[src/rtl/rb_cfg_pkg.sv]
// Shared definitions for the parametrised register bank: CTRL bit positions,
// access classes and the address decoder.
package rb_cfg_pkg;

    localparam int unsigned CTRL_COMMIT_BIT = 0;
    localparam int unsigned CTRL_IRQ_EN_BIT = 1;
    localparam int unsigned IDX_W           = 8;

    typedef enum logic [1:0] {
        RB_RW   = 2'd0,
        RB_W1C  = 2'd1,
        RB_CTRL = 2'd2,
        RB_NONE = 2'd3
    } rb_access_t;

    typedef struct packed {
        rb_access_t       acc;
        logic [IDX_W-1:0] idx;
    } rb_dec_t;

    // Map an absolute bus address to its access class and byte index.
    function automatic rb_dec_t rb_decode(
        input logic [31:0] addr,
        input logic [31:0] base,
        input logic [31:0] num_rw,
        input logic [31:0] num_stat
    );
        rb_dec_t     dec;
        logic [31:0] off;
        dec.acc = RB_NONE;
        dec.idx = '0;
        off     = addr - base;
        if (addr >= base) begin
            if (off < num_rw) begin
                dec.acc = RB_RW;
                dec.idx = IDX_W'(off);
            end else if (off < num_rw + num_stat) begin
                dec.acc = RB_W1C;
                dec.idx = IDX_W'(off - num_rw);
            end else if (off == num_rw + num_stat) begin
                dec.acc = RB_CTRL;
            end
        end
        return dec;
    endfunction

endpackage

[src/rtl/rb_cfg_bank_p_sticky.sv]
// Eight sticky event bits with write-one-to-clear; a set in the same cycle
// as a clear wins so no event is lost.
module rb_sticky_byte (
    input  logic       clk,
    input  logic       resetb,
    input  logic [7:0] set,
    input  logic       clr_wr,
    input  logic [7:0] clr_data,
    output logic [7:0] q
);

    logic [7:0] q_q;
    logic [7:0] q_d;
    logic [7:0] clr_mask_c;

    always_comb begin
        clr_mask_c = clr_wr ? clr_data : 8'h00;
        q_d        = (q_q & ~clr_mask_c) | set;
    end

    always_ff @(posedge clk or negedge resetb) begin
        if (!resetb) begin
            q_q <= 8'h00;
        end else begin
            q_q <= q_d;
        end
    end

    assign q = q_q;

endmodule

[src/rtl/rb_cfg_bank_p.sv]
// Parametrised config/status register bank on the byte-wide register bus.
// Optional shadowed config with commit is enabled by defining RB_CFG_SHADOW_EN.
module rb_cfg_bank_p
    import rb_cfg_pkg::*;
#(
    parameter int unsigned           ADR_BITS  = 8,
    parameter int unsigned           NUM_RW    = 4,
    parameter int unsigned           NUM_STAT  = 2,
    parameter int unsigned           BASE_ADDR = 0,
    parameter logic [NUM_RW*8-1:0]   RESET_VAL = '0
) (
    input  logic                     clk,
    input  logic                     resetb,
    input  logic [ADR_BITS-1:0]      address,
    input  logic [7:0]               data_write_in,
    output logic [7:0]               data_read_out,
    input  logic                     reg_en,
    input  logic                     write_en,
    output logic [NUM_RW*8-1:0]      cfg_out,
    input  logic [NUM_STAT*8-1:0]    stat_in,
    output logic                     irq,
    output logic                     commit_pulse
);

    localparam int unsigned CFG_W  = NUM_RW * 8;
    localparam int unsigned STAT_W = NUM_STAT * 8;

    rb_dec_t             dec_c;
    logic                wr_c;
    logic [CFG_W-1:0]    cfg_q;
    logic [CFG_W-1:0]    cfg_d;
    logic [CFG_W-1:0]    cfg_rd_c;
    logic [STAT_W-1:0]   stat_q;
    logic [NUM_STAT-1:0] stat_clr_c;
    logic                irq_en_q;
    logic                irq_en_d;
    logic                irq_q;
    logic                irq_d;
    logic [7:0]          rdata_q;
    logic [7:0]          rdata_d;

    assign dec_c = rb_decode(32'(address), 32'(BASE_ADDR), 32'(NUM_RW), 32'(NUM_STAT));
    assign wr_c  = reg_en & write_en;

`ifdef RB_CFG_SHADOW_EN
    logic [CFG_W-1:0] shadow_q;
    logic [CFG_W-1:0] shadow_d;
    logic             commit_req_q;
    logic             commit_req_d;
    logic             commit_pulse_q;
    logic             commit_pulse_d;

    // Bus writes land in the shadow; a commit copies it one edge later.
    always_comb begin
        shadow_d = shadow_q;
        for (int i = 0; i < NUM_RW; i++) begin
            if (wr_c && (dec_c.acc == RB_RW) && (dec_c.idx == IDX_W'(i))) begin
                shadow_d[8*i +: 8] = data_write_in;
            end
        end
        commit_req_d   = wr_c && (dec_c.acc == RB_CTRL) && data_write_in[CTRL_COMMIT_BIT];
        commit_pulse_d = commit_req_q;
        cfg_d          = commit_req_q ? shadow_q : cfg_q;
    end

    always_ff @(posedge clk or negedge resetb) begin
        if (!resetb) begin
            shadow_q       <= RESET_VAL;
            commit_req_q   <= 1'b0;
            commit_pulse_q <= 1'b0;
        end else begin
            shadow_q       <= shadow_d;
            commit_req_q   <= commit_req_d;
            commit_pulse_q <= commit_pulse_d;
        end
    end

    assign cfg_rd_c     = shadow_q;
    assign commit_pulse = commit_pulse_q;
`else
    always_comb begin
        cfg_d = cfg_q;
        for (int i = 0; i < NUM_RW; i++) begin
            if (wr_c && (dec_c.acc == RB_RW) && (dec_c.idx == IDX_W'(i))) begin
                cfg_d[8*i +: 8] = data_write_in;
            end
        end
    end

    assign cfg_rd_c     = cfg_q;
    assign commit_pulse = 1'b0;
`endif

    for (genvar j = 0; j < NUM_STAT; j++) begin : g_stat
        assign stat_clr_c[j] = wr_c && (dec_c.acc == RB_W1C) && (dec_c.idx == IDX_W'(j));

        rb_sticky_byte u_sticky (
            .clk      (clk),
            .resetb   (resetb),
            .set      (stat_in[8*j +: 8]),
            .clr_wr   (stat_clr_c[j]),
            .clr_data (data_write_in),
            .q        (stat_q[8*j +: 8])
        );
    end

    // CTRL, interrupt and read-data next state; reads see pre-edge values.
    always_comb begin
        irq_en_d = irq_en_q;
        rdata_d  = rdata_q;
        irq_d    = irq_en_q & (|stat_q);
        if (wr_c && (dec_c.acc == RB_CTRL)) begin
            irq_en_d = data_write_in[CTRL_IRQ_EN_BIT];
        end
        if (reg_en) begin
            rdata_d = 8'h00;
            case (dec_c.acc)
                RB_RW: begin
                    for (int i = 0; i < NUM_RW; i++) begin
                        if (dec_c.idx == IDX_W'(i)) begin
                            rdata_d = cfg_rd_c[8*i +: 8];
                        end
                    end
                end
                RB_W1C: begin
                    for (int j = 0; j < NUM_STAT; j++) begin
                        if (dec_c.idx == IDX_W'(j)) begin
                            rdata_d = stat_q[8*j +: 8];
                        end
                    end
                end
                RB_CTRL: rdata_d[CTRL_IRQ_EN_BIT] = irq_en_q;
                default: rdata_d = 8'h00;
            endcase
        end
    end

    always_ff @(posedge clk or negedge resetb) begin
        if (!resetb) begin
            cfg_q    <= RESET_VAL;
            irq_en_q <= 1'b0;
            irq_q    <= 1'b0;
            rdata_q  <= 8'h00;
        end else begin
            cfg_q    <= cfg_d;
            irq_en_q <= irq_en_d;
            irq_q    <= irq_d;
            rdata_q  <= rdata_d;
        end
    end

    assign cfg_out       = cfg_q;
    assign irq           = irq_q;
    assign data_read_out = rdata_q;

endmodule
[config.mk]
export PLATFORM = sky130hd
export DESIGN_NAME = rb_cfg_bank_p
export DESIGN_NICKNAME = d
export VERILOG_FILES = /design/src/rtl/rb_cfg_pkg.sv /design/src/rtl/rb_cfg_bank_p_sticky.sv /design/src/rtl/rb_cfg_bank_p.sv
export SDC_FILE = /design/constraint.sdc
export NUM_CORES = 1
export LEC_CHECK = 0
export BUFFER_PORTS_ARGS = -buffer_cell sky130_fd_sc_hd__buf_2
export CORE_MARGIN = 8
export CORE_UTILIZATION = 40
export DETAILED_ROUTE_END_ITERATION = 10
export GPL_TIMING_DRIVEN = 0
export SYNTH_ARGS = -nofsm -noshare
export SYNTH_HDL_FRONTEND = slang
export SYNTH_HIERARCHICAL = 1
export SYNTH_SLANG_ARGS = --single-unit
export TNS_END_PERCENT = 5
[constraint.sdc]
create_clock -name clk -period 1.15 [get_ports clk]
set_input_delay 0.1725 -clock clk [delete_from_list [all_inputs] [get_ports clk]]
set_output_delay 0.1725 -clock clk [all_outputs]
set_load 0.005 [all_outputs]
# ---- Yosys cells after proc, flatten, opt, wreduce, memory -nomap -nowiden
# Cells that the tools add are included.
dict set report totals {
  wordCells 53
  out_inout_bits 42
  inputBits 36
  regBits 58
}
dict set report op_classes {
  n_eq_ne 6
  bitwise 8
  n_lt_le_gt_ge 2
  muxes 15
  n_reduce_logical 12
  addsub 1
}
# operator count
set ops {}
lappend ops {{8-bit two-way mux} 9}
lappend ops {{8-bit AND} 2}
lappend ops {{8-bit by 2-bit == test with 1-bit output, second input constant} 2}
lappend ops {{8-bit by 3-bit less-than comparator with 1-bit output, second input constant} 2}
lappend ops {{8-bit inverter} 2}
lappend ops {{8-bit bitwise OR} 2}
lappend ops {{16-bit OR reduction} 1}
lappend ops {{6-bit case mux with 2 select lines} 1}
lappend ops {{10-bit two-way mux} 1}
lappend ops {{1-bit logical AND} 9}
lappend ops {{8-bit by 1-bit == test with 1-bit output, second input constant} 1}
lappend ops {{8-bit by 3-bit == test with 1-bit output, second input constant} 1}
lappend ops {{8-bit zero test} 1}
lappend ops {{8-bit by 3-bit subtractor with 8-bit output, second input constant} 1}
lappend ops {{1-bit case mux with 3 select lines} 1}
lappend ops {{1-bit AND} 2}
lappend ops {{2-bit by 1-bit == test with 1-bit output, second input constant} 1}
lappend ops {{2-bit == test, second input constant} 1}
lappend ops {{2-bit zero test} 1}
lappend ops {{2-bit two-way mux} 1}
lappend ops {{1-bit case mux with 2 select lines} 1}
lappend ops {{1-bit two-way mux} 1}

# ---- Longest topological paths before layout
# Gate-level depths: netlist of run 1.
dict set report logic_depth {
  word_depth 11
  depth_mapped 10
  ltp_nobuf 8
}

# ---- Modules after synthesis
# The synthesis of run 1 kept the hierarchy.
# mod instances area_per_inst_um2 cells_each seq_area_each_um2
set modules_own_cells {}
lappend modules_own_cells {rb_cfg_bank_p 1 2301.0 199 1051.0}
lappend modules_own_cells {rb_sticky_byte 2 297.8 25 200.2}

# ---- Worst setup path after synthesis of run 1
# Ideal clock, no wire load.
dict set report synth_timing {
  path_kind {in2reg}
  from {input address[2]}
  to {register cfg_q[16] (netlist: cfg_out[16])}
  t_required_ns 1.025
  slack_ns -0.946
  setup_time_ns 0.125
  cell_stages 8
  n_path_buf 1
  t_arrival_ns 1.971
  path_cell_list {inv_1 > ha_1 > or3b_4 > o41ai_4 > nand3_2 > or3_1 > buf_4 > mux2_4}
}
dict set report synth_via {
  elab_chain_len 7
  elab_cells_between_ends 12
  classes_between {1 x add/sub; 2 x order compare; 2 x eq/ne; 4 x mux; 3 x reduce/logical}
}
# element line
set synth_lines {}
lappend synth_lines {{start, declared} rb_cfg_bank_p.sv:14} ;# input logic [ADR_BITS-1:0] address,
lappend synth_lines {{branches (longest 3 deep; another with 8-bit by 3-bit subtractor with 8-bit output)} n/a}
lappend synth_lines {{10-bit two-way mux *} rb_cfg_pkg.sv:34} ;# if (off < num_rw) begin
lappend synth_lines {{branches (longest 2 deep; another with 8-bit by 2-bit == test with 1-bit output)} n/a}
lappend synth_lines {{1-bit logical AND *} rb_cfg_bank_p.sv:84} ;# if (wr_c && (dec_c.acc == RB_RW) && (dec_c.idx == IDX_W'(i))) begin
lappend synth_lines {{end signal, assigned} rb_cfg_bank_p.sv:145} ;# cfg_q <= cfg_d;
lappend synth_lines {{end, declared} rb_cfg_bank_p.sv:30} ;# logic [CFG_W-1:0] cfg_q;
# Every way passes the cells marked *.
# A chain may end at the register's enable or synchronous reset.

# ---- Worst setup path after layout of run 1
dict set report layout_timing {
  from {input address[2]}
  to {register cfg_q[20] (netlist: cfg_out[20])}
}
# The elaborated chain is that of the path after synthesis.

==> results.yml, run 1 <==
global_routing:
  antenna_found_initial: 0
  grt_pass1_wl_um: 14300
  grt_max_degree: 59
  grt-ovfl-total: 0
  gr-usage-all-layers: 0.183
  first_global_vias: 2733
synth:
  yosysSeqAreaShare: 0.501
  synth_warnings: 6
  synth_area_per_cell_um2: 11.6
  synth_nets: 287
  synth_edf_count: 0
  syn_area_um2: 2900
  synthArstFlopShare: 1.00
  ys_ff_latch: 58
  synthCells: 249
  synth.distinct_cells: 49
  synth_ff_type: "dfrtp_1"
power_and_ir_drop:
  p_leak_nw: 1.80
  ir_drop_mv: 0.635
  power_density_nw_per_um2: 1070
timing:
  final.min_clock_period_ns: 1.89
  slew_viol_final: 0
  finClkSkew_ns: 0.00698
  max_freq_ghz: 0.530
  fin_ws_ns: -0.736
  worstMarginPinSlew_ns: 0.753
  period_share: 1.64
  rsz0062_at_grt: "true"
  setup_viol: 57
  holdWs_ns: 0.0174
  finalHoldViolCount: 0
  relSlewSlack: 0.498
  setup-tns-final_ns: -35.26
die:
  die_width_um: 101
  die-area_um2: 10200
  rows: 31
  core_um2: 7140
  start_util: 0.406
  die_h_um: 101
  ios: 78
clock_tree:
  cts_tree: "built"
  numCtsBuffers: 9
  cts_sinks: 58
  cts_max_level: 3
  cts-root-buf: "clkbuf_8"
  clk_latency_ns: 0.33
  clk_path_buf_depth: 2
  clkTransAtPathRegs_ns: 0.06
critical_path:
  cp_max_fo: 8
  arrival_ns: 2.10
  worstPathRequired_ns: 1.36
  path_class: "input port to flop"
  startpoint_type: "input port"
  endpoint_kind: "flop"
run:
  cap_violations: 0
worst_hold_path:
  hp-class: "input port to flop"
final_layout:
  syn_to_final_growth_pct: 33.4
  final_common_cell: "buf_2"
  fillers: 683
  final_cells: 453
  final_layout_size_suffix_gt1_frac: 0.472
  nets: 387
  n_antenna_cell: 0
  most-common-layout-cells: "buf_2 (74), dfrtp_1 (58), nand2_1 (19)"
drt:
  antenna_left: 0
  routedWlPerCell_um: 19.7
  dr.pass1.iters: 4
  vias: 2429
  viasPerCell: 5.36
  wl_um: 8940
  drtIter0Drc: 113
  drc_errors: 0
status:
  status: "finished with violations"
  violations: "negative setup slack"
place:
  dp.cells: 422
  dpl.hpwl_um: 6250
  io_buffers: 74
  gp_congestion: 0.773
==> Yosys cell counts, drive strengths merged, types with 2 or more instances <==
cell,number,area [µm²]
inv,7,26.3
a221o,7,70.1
nor4bb,2,20.0
nand3,16,85.1
o31ai,2,20.0
mux2,32,390
a21o,16,120
nor4,5,46.3
dfrtp,58,1450
ha,2,25.0
o211ai,6,45.0
o41ai,2,36.3
nor3,4,31.3
a211o,2,17.5
o2bb2ai,6,52.6
clkbuf,5,18.8
buf,8,55.1
nand2,21,81.3
nand4,2,12.5
a211oi,2,15.0
nor2,11,48.8
o31a,7,61.3
o21ai,12,60.1
==> final timing paths <==
path | end | from | cells past startpoint | slack [ns]
max in group asynchronous | data_read_out[0] | resetb | 2 | 0.20
worst min register to register | g_stat[0].u_sticky/q[6] | g_stat[0].u_sticky/q[6] | 1 | 0.53
worst max-delay path | cfg_out[20] | address[2] | 9 | -0.74
min in group asynchronous | g_stat[0].u_sticky/q[7] | resetb | 2 | 0.45
worst min-delay path | g_stat[1].u_sticky/q[5] | stat_in[13] | 2 | 0.02
worst max register to register | data_read_out[1] | data_read_out[1] | 3 | -0.10
==> logic make-up after synthesis <==
| logic type | Yosys count | synth area share |
|---|---|---|
| other | 1 | 0.00129 |
| AND/OR/NAND/NOR | 69 | 0.133 |
| flip-flops | 58 | 0.501 |
| adder cells (fa/ha/maj) | 2 | 0.00864 |
| AO/OA/AOI/OAI | 66 | 0.184 |
| buffers and inverters | 20 | 0.0346 |
| multiplexers | 33 | 0.138 |
==> through the flow <==
stage	cell area [µm²]	setup slack [ns]	utilization	power (W)
after global routing	3860	-0.756	0.542	0.00432
after detailed placement	3440	-1.43	0.481	0.00252
final	3860	-0.736	0.542	0.00415
after CTS	3830	-0.716	0.537	0.00417
after floorplan	2940	-0.883	-	0.00230
after global placement	3440	-1.43	0.481	0.00251
==> flip-flops by register name (all words and copies together), names as in the netlist <==
name               cells
cfg_out               32
data_read_out          8
g_stat.u_sticky/q     16
irq                    1
irq_en_q               1
==> report_power, final <==
part | switching, W | internal (W)
Combinational | 0.000257 | 0.000185
Clock | 0.000780 | 0.000832
Sequential | 0.0000238 | 0.00207
==> layout make-up <==
| cell class | count | area [µm²] | area share |
|---|---|---|---|
| well taps | 99 | 124 | 0.0320 |
| repair buffers | 91 | 549 | 0.142 |
| clock buffers | 13 | 149 | 0.0385 |
| clock inverters | 3 | 15.0 | 0.00388 |
| multi-input cells | 171 | 1470 | 0.380 |
| flip-flops and latches | 58 | 1450 | 0.376 |
| inverters | 7 | 32.5 | 0.00842 |
| plain buffers | 11 | 75.1 | 0.0194 |
==> worst max-delay path: stages <==
cell and delay (ns):
buf_8 0.10, buf_6 0.11, ha_4 0.15, and2_4 0.15, o41ai_4 0.34, buf_4 0.19
nand3_4 0.06, or3_4 0.49, mux2_4 0.33
==> what timing repair did <==
action | in CTS | in global routing
hold endpoints to repair | 0 | 58
pin swaps | 16 | 3
resized for setup | 29 | 8
buffers inserted | 15 | 1
cloned | 0 | 0
hold buffers | 0 | 1
endpoints found under the setup margin | 57 | 58
==> layer usage <==
layer | global-route usage | vias to the layer above | part of all wire
met2 | 0.290 | 90 | 0.49
met3 | 0.0552 | 10 | 0.067
met5 | 0 | - | 0
met4 | 0.0733 | 0 | 0.0095
met1 | 0.225 | 1200 | 0.44
li1 | - | 1129 | -
Power figures use the tool's default switching activity.
==> inputs of run 2 (changes only) <==
==> constraint.sdc (replaced) <==
create_clock -name clk -period 1.15 [get_ports clk]
set_input_delay 0.115 -clock clk [delete_from_list [all_inputs] [get_ports clk]]
set_output_delay 0.115 -clock clk [all_outputs]
set_load 0.005 [all_outputs]
==> run 2 against run 1 <==
  * Die area is the same
  * The flow still finishes with violations (negative setup slack)
  * Clock-buffer cell count is the same
  * Non-clock buffer count grew 17
  * Sequential power is essentially flat
  * Worst setup slack gained 0.048 ns
  * Core utilization grew 2.5 points
  * Total power grew 1.2%
  * Sequential share of layout area shrank 1.7 points
  * Via count grew 5.5%
  * Cell count grew 3.8%
  * Register-to-register slack lost 0.02 ns
  * Global-route usage grew 0.40 points
==> results.yml, run 2 (same netlist as run 1, synthesis figures left out) <==
critical_path:
  reg2reg_slack_ns: -0.12
  cp_max_fo: 8
  worstPathRequired_ns: 1.36
  r2r_end: "data_read_out[1]"
  r2r_start: "data_read_out[1]"
  worst_r2r_path_depth: 3
  path_class: "input port to flop"
  startpoint_type: "input port"
  arrival_ns: 2.05
  endpoint_kind: "flop"
drt:
  vias: 2562
  routedWlPerCell_um: 19.6
  wl_um: 9190
  drc_errors: 0
  viasPerCell: 5.45
  dr.pass1.iters: 4
  drtIter0Drc: 129
  antenna_left: 0
final_layout:
  design_area_um2: 4050
  syn_to_final_growth_pct: 39.7
  n_antenna_cell: 0
  final_util: 0.567
  nets: 404
  seq_area_um2: 1450
  multi_input_area_um2: 1480
  fillers: 667
  final_common_cell: "buf_2"
  most-common-layout-cells: "buf_2 (73), dfrtp_1 (58), nand2_1 (19)"
  final_layout_size_suffix_gt1_frac: 0.458
  largest_reg_flops: 32
  final_cells: 470
global_routing:
  grt_max_degree: 59
  antenna_found_initial: 0
  first_global_vias: 2800
  grt-ovfl-total: 0
  gr-usage-all-layers: 0.186
  grt_pass1_wl_um: 14600
clock_tree:
  cts_max_level: 3
  cts_tree: "built"
  numCtsBuffers: 9
  clkTransAtPathRegs_ns: 0.06
  cts-root-buf: "clkbuf_8"
  clk_latency_ns: 0.33
  cts_sinks: 58
  clk_path_buf_depth: 2
power_and_ir_drop:
  ir_drop_mv: 0.676
  power_density_nw_per_um2: 1040
  p_leak_nw: 1.89
  power.total_w: 0.00420
timing:
  finalHoldViolCount: 0
  finClkSkew_ns: 0.00662
  setup_viol: 56
  worstMarginPinSlew_ns: 0.749
  relSlewSlack: 0.501
  fin_ws_ns: -0.688
  period_share: 1.60
  max_freq_ghz: 0.544
  slew_viol_final: 0
  rsz0062_at_grt: "true"
  final.min_clock_period_ns: 1.84
status:
  violations: "negative setup slack"
  status: "finished with violations"
die:
  start_util: 0.406
  die_h_um: 101
  core_um2: 7140
  die-area_um2: 10200
  ios: 78
  rows: 31
  die_width_um: 101
worst_hold_path:
  min-delay-start: "data_write_in[5]"
  holdPathStages: 3
  hold_end: "g_stat[1].u_sticky/q[5]"
  hp-class: "input port to flop"
run:
  cap_violations: 0
place:
  dp.cells: 422
  io_buffers: 74
  gp_congestion: 0.773
  dpl.hpwl_um: 6250
  dpl_cell_area_um2: 3440
==> run 2: cell types whose count changed in the layout (fill, tap and decap cells not counted), sizes merged <==
| cell | previous run | this run |
|---|---|---|
| dlygate4sd3 | 1 | 17 |
| clkbuf | 15 | 16 |
==> run 2: layer usage <==
metal,share of wire,vias up,track usage
li1,-,1167,-
met1,0.44,1290,0.227
met2,0.49,95,0.301
met3,0.062,10,0.0552
met4,0.0092,0,0.0733
met5,0,-,0
==> run 2: critical path: stages <==
cell and delay, ns:
buf_8 0.08, clkinvlp_4 0.09, ha_4 0.29, nand2b_4 0.06
o41ai_4 0.34, buf_4 0.19, nand3_4 0.08, or3_4 0.47
mux2_4 0.33
==> run 2: cell type report <==
class	instances	area share
Multi-Input combinational cell	171	0.366
Sequential cell	58	0.359
Timing Repair Buffer	108	0.177
Clock buffer	13	0.0368
Tap cell	99	0.0306
Buffer	11	0.0192
Inverter	7	0.00804
Clock inverter	3	0.00371
==> run 2: how the worst max path moves through the flow <==
stage,slack [ns],to,startpoint
after global routing,-0.70,cfg_out[22],address[2]
after global placement,-1.38,g_stat[0].u_sticky/q[2],address[2]
after floorplan,-0.83,cfg_out[16],address[2]
after CTS,-0.66,cfg_out[20],address[2]
final,-0.69,cfg_out[20],address[2]
after detailed placement,-1.38,g_stat[0].u_sticky/q[5],address[2]
==> run 2: what timing repair did <==
action,in CTS,in global routing
hold buffers,16,1
hold endpoints to repair,16,58
resized for setup,28,13
setup endpoints to repair,57,58
gates cloned,0,0
pin swaps,16,2
buffers inserted,15,2
==> run 2: where the power goes <==
group / switching, W / internal (W)
clock: 0.000780 / 0.000832
combinational: 0.000269 / 0.000223
sequential: 0.0000238 / 0.00207
==> run 2: through the flow <==
stage	TNS, ns	setup WS [ns]	hold slack, ns
finish	-31.64	-0.688	0.121
global route	-34.28	-0.702	0.111
CTS	-30.30	-0.659	0.101
detailed placement	-76.10	-1.38	0.298
global placement	-76.81	-1.38	0.293
floorplan	-39.65	-0.825	-0.181
==> inputs of run 3 (changes only) <==
HOLD_SLACK_MARGIN = 0.15   (was not set)
SKIP_CTS_REPAIR_TIMING = 1   (was not set)
==> run 3 against run 2 <==
  * The flow still finishes with violations (negative setup slack)
  * Maximum frequency decreased by 1.0%
  * Non-clock buffer count rose by 2
  * Sequential share of layout area barely moved
  * First-iteration DRC count is 12% lower
  * Via count fell by 2.9%
  * Register-to-register slack better by 0.13 ns
  * Largest cell class unchanged
  * Hold slack gained 0.13 ns
  * Routed wire length is 3.1% lower
  * Final area increased by 0.12%
==> results.yml, run 3 (same netlist as run 1, synthesis figures left out) <==
die:
  core_um2: 7140
  ios: 78
  rows: 31
  die_h_um: 101
  start_util: 0.406
  die-area_um2: 10200
  die_width_um: 101
drt:
  drc_errors: 0
  wl_um: 8910
  viasPerCell: 5.27
  vias: 2487
  dr.pass1.iters: 4
  drtIter0Drc: 114
  antenna_left: 0
  routedWlPerCell_um: 18.9
power_and_ir_drop:
  power_density_nw_per_um2: 1040
  p_int_w: 0.00314
  p_comb_frac: 0.120
  pwr-share-clk: 0.382
  p_seq_frac: 0.499
  ir_drop_mv: 0.640
  p_leak_nw: 1.89
  switchingPower_w: 0.00106
  sw_frac_of_total: 0.253
clock_tree:
  clk_latency_ns: 0.33
  cts-root-buf: "clkbuf_8"
  cts_max_level: 3
  clkTransAtPathRegs_ns: 0.06
  cts_tree: "built"
  cts_sinks: 58
  clk_path_buf_depth: 2
  numCtsBuffers: 9
timing:
  relSlewSlack: 0.496
  finClkSkew_ns: 0.00760
  setup_viol: 57
  setup-tns-final_ns: -32.10
  rsz0062_at_grt: "true"
  final.min_clock_period_ns: 1.86
  holdWs_ns: 0.248
  period_share: 1.61
  max_freq_ghz: 0.539
  slew_viol_final: 0
  fin_ws_ns: -0.707
  finalHoldViolCount: 0
  worstMarginPinSlew_ns: 0.756
status:
  violations: "negative setup slack"
  status: "finished with violations"
final_layout:
  largest_reg_flops: 32
  nets: 406
  final_layout_size_suffix_gt1_frac: 0.416
  most-common-layout-cells: "buf_2 (72), dfrtp_1 (58), dlygate4sd3_1 (25)"
  n_antenna_cell: 0
  final_util: 0.568
  design_area_um2: 4050
  syn_to_final_growth_pct: 39.9
  final_common_cell: "buf_2"
critical_path:
  endpoint_kind: "flop"
  worstPathRequired_ns: 1.36
  arrival_ns: 2.07
  cp_max_fo: 8
  startpoint_type: "input port"
  path_class: "input port to flop"
global_routing:
  first_global_vias: 2534
  antenna_found_initial: 0
  grt_pass1_wl_um: 13500
  grt_max_degree: 59
  grt-ovfl-total: 0
  gr-usage-all-layers: 0.173
worst_hold_path:
  hp-class: "input port to flop"
run:
  cap_violations: 0
place:
  dpl.hpwl_um: 6250
  io_buffers: 74
  gp_congestion: 0.773
  place_ws_ns: -1.38
  dpl_cell_area_um2: 3440
[run 3: cell count changes in the layout (fill, tap and decap cells not counted), sizes merged]
cell / delta
buf: -6
dlygate4sd3: +8
[run 3: layout make-up]
cell class	instances	area [µm²]
fill	661	3090
multi-input combinational	171	1460
sequential	58	1450
timing repair buffer	110	747
clock buffer	13	149
tap	99	124
buffer	11	76.3
inverter	7	32.5
clock inverter	3	15.0
[run 3: final timing paths]
check,depth (start not counted),endpoint,startpoint,slack (ns)
hold / removal,3,data_read_out[1],reg_en,0.25
setup / recovery,9,cfg_out[20],address[2],-0.71
hold reg to reg,1,cfg_out[31],cfg_out[31],0.52
min in group asynchronous,2,g_stat[0].u_sticky/q[7],resetb,0.38
setup reg to reg,2,data_read_out[5],cfg_out[29],0.01
max in group asynchronous,2,data_read_out[0],resetb,0.26
[run 3: power groups by stage]
| stage | clock [W] | sequential [W] | combinational [W] |
|---|---|---|---|
| floorplan | 0 | 0.00213 | 0.000171 |
| finish | 0.00160 | 0.00209 | 0.000502 |
| detailed placement | 0 | 0.00213 | 0.000390 |
| global route | 0.00174 | 0.00210 | 0.000544 |
| CTS | 0.00164 | 0.00209 | 0.000391 |
| global placement | 0 | 0.00213 | 0.000385 |
[run 3: worst max-delay path: stages]
cell and delay (ns):
buf_8 0.08, clkinvlp_4 0.11, ha_4 0.30, nand2b_4 0.06, o41ai_4 0.31, buf_4 0.20
nand3_4 0.08, or3_4 0.47, mux2_4 0.33
[run 3: layer usage]
metal	global-route usage	up-vias	routed length, µm
li1	-	1174	-
met1	0.224	1245	3980
met2	0.266	62	4380
met3	0.0497	6	468
met4	0.0664	0	84
met5	0	-	0
[run 3: metrics by stage]
step,instances,power (W)
final,472,0.00420
after global routing,472,0.00438
after CTS,438,0.00413
after detailed placement,422,0.00252
after global placement,422,0.00251
after floorplan,249,0.00230
